===== config.mk =====
export PLATFORM = sky130hd
export DESIGN_NAME = btn_event_gen
export DESIGN_NICKNAME = d
export VERILOG_FILES = /design/src/rtl/btn_event_gen.sv
export SDC_FILE = /design/constraint.sdc
export NUM_CORES = 1
export LEC_CHECK = 0
export BUFFER_PORTS_ARGS = -buffer_cell sky130_fd_sc_hd__buf_2
export CAP_MARGIN = 5
export CORE_ASPECT_RATIO = 1.25
export CORE_MARGIN = 4
export CORE_UTILIZATION = 53
export CTS_CLUSTER_DIAMETER = 200
export CTS_CLUSTER_SIZE = 20
export DETAILED_ROUTE_END_ITERATION = 6
export PLACE_DENSITY = 0.68
export SETUP_SLACK_MARGIN = 0.4
export SYNTH_ARGS = -nofsm -noshare
export SYNTH_HDL_FRONTEND = slang
export SYNTH_SLANG_ARGS = --single-unit

===== constraint.sdc =====
create_clock -name clk_db -period 2.4 [get_ports clk_db]
set_input_delay 0.24 -clock clk_db [delete_from_list [all_inputs] [get_ports clk_db]]
set_output_delay 0.24 -clock clk_db [all_outputs]
set_load 0.03 [all_outputs]

===== src/rtl/btn_event_gen.sv =====
// Key conditioner: synchronises and debounces S0/S2/S3, emits one-cycle press
// events and classifies S2 presses as short or long.
module btn_event_gen #(
  parameter int unsigned DB_CNT   = 3,
  parameter int unsigned LONG_CNT = 50
) (
  input  logic clk_db,
  input  logic rst_n,
  input  logic key_s0,
  input  logic key_s2,
  input  logic key_s3,
  output logic btn_left,
  output logic btn_right,
  output logic s2_short,
  output logic s2_long,
  output logic s2_held
);

  localparam int unsigned NKEY   = 3;
  localparam int unsigned K_S0   = 0;
  localparam int unsigned K_S2   = 1;
  localparam int unsigned K_S3   = 2;
  localparam int unsigned DB_W   = $clog2(DB_CNT + 1);
  localparam int unsigned HOLD_W = $clog2(LONG_CNT + 1);

  typedef enum logic [1:0] {
    S2_IDLE,
    S2_PRESSED,
    S2_LONG_FIRED
  } s2_state_e;

  logic [NKEY-1:0]           raw_c;
  logic [NKEY-1:0]           meta_q, meta_d;
  logic [NKEY-1:0]           sync_q, sync_d;
  logic [NKEY-1:0]           db_q, db_d;
  logic [NKEY-1:0][DB_W-1:0] cnt_q, cnt_d;
  logic [NKEY-1:0]           rise_c;
  logic                      s2_fall_c;

  s2_state_e                 state_q, state_d;
  logic [HOLD_W-1:0]         hold_q, hold_d;
  logic                      btn_left_q, btn_left_d;
  logic                      btn_right_q, btn_right_d;
  logic                      s2_short_q, s2_short_d;
  logic                      s2_long_q, s2_long_d;

  assign raw_c = {key_s3, key_s2, key_s0};

  // Two-flop synchroniser and per-key debounce counters.
  always_comb begin
    meta_d = raw_c;
    sync_d = meta_q;
    db_d   = db_q;
    cnt_d  = cnt_q;
    for (int i = 0; i < int'(NKEY); i++) begin
      if (sync_q[i] == db_q[i]) begin
        cnt_d[i] = '0;
      end else if (cnt_q[i] == DB_W'(DB_CNT - 1)) begin
        db_d[i]  = sync_q[i];
        cnt_d[i] = '0;
      end else begin
        cnt_d[i] = cnt_q[i] + DB_W'(1);
      end
    end
  end

  // Edges are taken on the next debounced level so pulses land on the flip edge.
  assign rise_c    = db_d & ~db_q;
  assign s2_fall_c = db_q[K_S2] & ~db_d[K_S2];

  always_comb begin
    btn_left_d  = rise_c[K_S0];
    btn_right_d = rise_c[K_S3];
  end

  // S2 press classifier; a release beats the long threshold on the same edge.
  always_comb begin
    state_d    = state_q;
    hold_d     = hold_q;
    s2_short_d = 1'b0;
    s2_long_d  = 1'b0;
    case (state_q)
      S2_IDLE: begin
        if (rise_c[K_S2]) begin
          state_d = S2_PRESSED;
          hold_d  = '0;
        end
      end
      S2_PRESSED: begin
        if (s2_fall_c) begin
          s2_short_d = 1'b1;
          state_d    = S2_IDLE;
        end else if (hold_q == HOLD_W'(LONG_CNT - 1)) begin
          s2_long_d = 1'b1;
          state_d   = S2_LONG_FIRED;
        end else begin
          hold_d = hold_q + HOLD_W'(1);
        end
      end
      S2_LONG_FIRED: begin
        if (s2_fall_c) begin
          state_d = S2_IDLE;
        end
      end
      default: begin
        state_d = S2_IDLE;
      end
    endcase
  end

  always_ff @(posedge clk_db) begin
    if (!rst_n) begin
      meta_q      <= '0;
      sync_q      <= '0;
      db_q        <= '0;
      cnt_q       <= '0;
      state_q     <= S2_IDLE;
      hold_q      <= '0;
      btn_left_q  <= 1'b0;
      btn_right_q <= 1'b0;
      s2_short_q  <= 1'b0;
      s2_long_q   <= 1'b0;
    end else begin
      meta_q      <= meta_d;
      sync_q      <= sync_d;
      db_q        <= db_d;
      cnt_q       <= cnt_d;
      state_q     <= state_d;
      hold_q      <= hold_d;
      btn_left_q  <= btn_left_d;
      btn_right_q <= btn_right_d;
      s2_short_q  <= s2_short_d;
      s2_long_q   <= s2_long_d;
    end
  end

  assign btn_left  = btn_left_q;
  assign btn_right = btn_right_q;
  assign s2_short  = s2_short_q;
  assign s2_long   = s2_long_q;
  assign s2_held   = db_q[K_S2];

endmodule


==> impl_metrics.toml <==
[place]
dp.cells = 136
hpwlAfterDp_um = 1260
pre_cts_ws_ns = 0.789
portBuffers = 9
place.gp.congestion = 0.798

[setup_path]
r2r_slack_ns = 0.77
cp_max_fo = 7
end_kind = "flop"
cp_data_required_time_ns = 2.66
cp_data_arrival_time_ns = 1.90
criticalPathCategory = "flop to flop"
crit_path_start_kind = "flop"

[timing]
period_share_pct = 68.1
tns_ns = 0
drv_slew = 0
rsz0062_at_grt = "false"
fmax_ghz = 0.612
finalSetupViolations = 0
finalHoldViolations = 0
skew_ns = 0.00264
period_needed_ns = 1.63
slew_headroom_pct = 71.7
setup_ws_ns = 0.766
tightest_slew_ns = 0.420

[layout]
num_antenna_cells = 0
fillCellCount = 185
regArea_um2 = 541
synthToLayoutAreaGrowth_pct = 6.37
final_nets = 131
instances_no_fill = 140
multi_input_area_um2 = 552
drive_gt1_share_pct = 15.8
final_util_pct = 60.5

[yosys]
synth_edf_count = 0
netlist_area_mm2 = 0.00114
synth.top_cell.area_share_pct = 47.4
yosysMostFrequentCell = "dfxtp_1"
synth_cell_types = 35
synth_warnings = 0
async_flop_share_pct = 0
synthTopCellsByCount = "dfxtp_1, nand2_1, nor2_1, and2_1"
synth-main-ff-cell = "dfxtp_1"
synth_top_area_cell = "dfxtp_1"
yosys-top-cells-area = "dfxtp_1, ha_1, and2_1, mux2i_1, nor2b_1"
ys_seq_elements = 27
synth.avg_cell_area_um2 = 10.2
syn-num-nets = 122
syn_inst = 112
ys_seq_area_share_pct = 47.4

[power_and_ir_drop]
combPwrFrac_pct = 4.7
clock_power_share_pct = 29.7
p_seq_share_pct = 65.6
power_density_mw_per_mm2 = 580
power.leakage_nw = 0.483
switching_share_pct = 23.3
p_int_mw = 0.539
peakVddDrop_v = 0.000415
p_sw_mw = 0.163

[die]
start_util_pct = 56.9
die_w_um = 49.5
row_count = 18
die_area_mm2 = 0.00296
core_region_area_mm2 = 0.00200
dieHeight_um = 59.9
ios = 10

[detailed_routing]
drt-total-wl_um = 1770
dr.first_iter.drc_count = 25
drt-met1-wl_um = 796
dr.pass1.iters = 4
dr_wl_met2_um = 901
post_drt_wl_per_cell_um = 12.6
met3WireLength_um = 56
avgViaCountPerCell = 5.46
dr.max_layer_used = "met4"
final_antenna_net_count = 0
vias = 764
drc_errors = 0

[clocking]
cts_setup_buffers = 0
cts.clk_slew.worst_paths_ns = 0.15
holdBufCountCts = 0
cts-root-buf = "clkbuf_4"
postCtsResizedCells = 0
numClockSinks = 27
ctsHtreeMaxLevel = 1
insertion_delay_ns = 0.33
cts_tree = "yes"
numCtsBuffers = 3
cts.path.max_buffers = 2

[status]
outcome = "finished clean"

[global_routing]
grt_pass1_vias = 741
grt_overflow = 0
grt_usage_pct = 14.6
grt_max_degree = 27
grt_antenna_before_repair = 0
grt_pass1_wl_um = 3260

[flow_run]
cap_violations = 0

[worst_hold_path]
min_path_type = "input pin to flop"
## stage by stage
stage / total power [mW] / hold WS (ns) / area (um2)
floorplan: 0.497 / 0.367 / 1140
global placement: 0.503 / 0.399 / 1180
detailed placement: 0.504 / 0.404 / 1180
CTS: 0.714 / 0.0952 / 1210
global route: 0.737 / 0.0940 / 1210
finish: 0.703 / 0.109 / 1210
## per-layer routing
metal	vias up	track usage, %
li1	397	-
met1	353	17.0
met2	12	25.5
met3	2	2.24
met4	0	8.30
met5	-	0
## cell type report
| type | count | area share [%] |
|---|---|---|
| clock buffer | 3 | 1.86 |
| clock inverter | 1 | 0.722 |
| inverter | 5 | 1.55 |
| multi-input combinational | 75 | 45.5 |
| sequential | 27 | 44.6 |
| tap | 20 | 2.06 |
| timing repair buffer | 9 | 3.72 |
## critical path, cell delays in order, from the launching register on
cell and delay (ns):
dfxtp_1 0.34, inv_1 0.05, ha_1 0.22, a21oi_1 0.09
or3_1 0.37, o32ai_4 0.26, mux2i_1 0.25
## worst paths after layout
| check | from | end | depth (start not counted) |
|---|---|---|---|
| setup / recovery | cnt_q[2] | hold_q[1] | 6 |
| hold / removal | key_s2 | meta_q[1] | 2 |
| setup reg to reg | cnt_q[2] | hold_q[1] | 6 |
| hold reg to reg | cnt_q[2] | cnt_q[2] | 1 |
## logic make-up (layout without fill, tap and decap cells)
group,after synthesis,after routing,share of synthesized area [%]
DFF,27,27,47.4
AOI/OAI and AO/OA,14,14,10.9
muxes,4,4,3.51
buffers and inverters,10,18,4.17
xor gates and xnor gates,3,3,2.31
and+or+nand+nor,49,49,26.2
adders and majority gates,5,5,5.49
## flip-flops by register name (all words and copies together), names as in the netlist
signal	count
state_q	2
btn_right	1
meta_q	3
s2_long	1
btn_left	1
sync_q	3
db_q	3
s2_short	1
cnt_q	6
hold_q	6
## power groups by stage
stage	logic (mW)	clock network [mW]	registers (mW)
after global placement	0.0324	0	0.470
after global routing	0.0375	0.237	0.462
after detailed placement	0.0335	0	0.471
after floorplan	0.0278	0	0.470
final	0.0330	0.209	0.461
after CTS	0.0338	0.219	0.461
## placed cells by master, fill, tap and decap left out, drive strengths merged, types with 2 or more instances in the layout
cell type   n
inv         6
nor3b       2
nand3       3
nand2b      2
nor2b       6
dfxtp      27
o211ai      3
and2        7
o21ai       3
clkbuf      3
nand3b      4
nand2       8
mux2i       4
a21oi       3
nand4b      2
buf         9
xor2        3
or3         2
ha          5
nor2        8
Power figures use the tool's default switching activity.
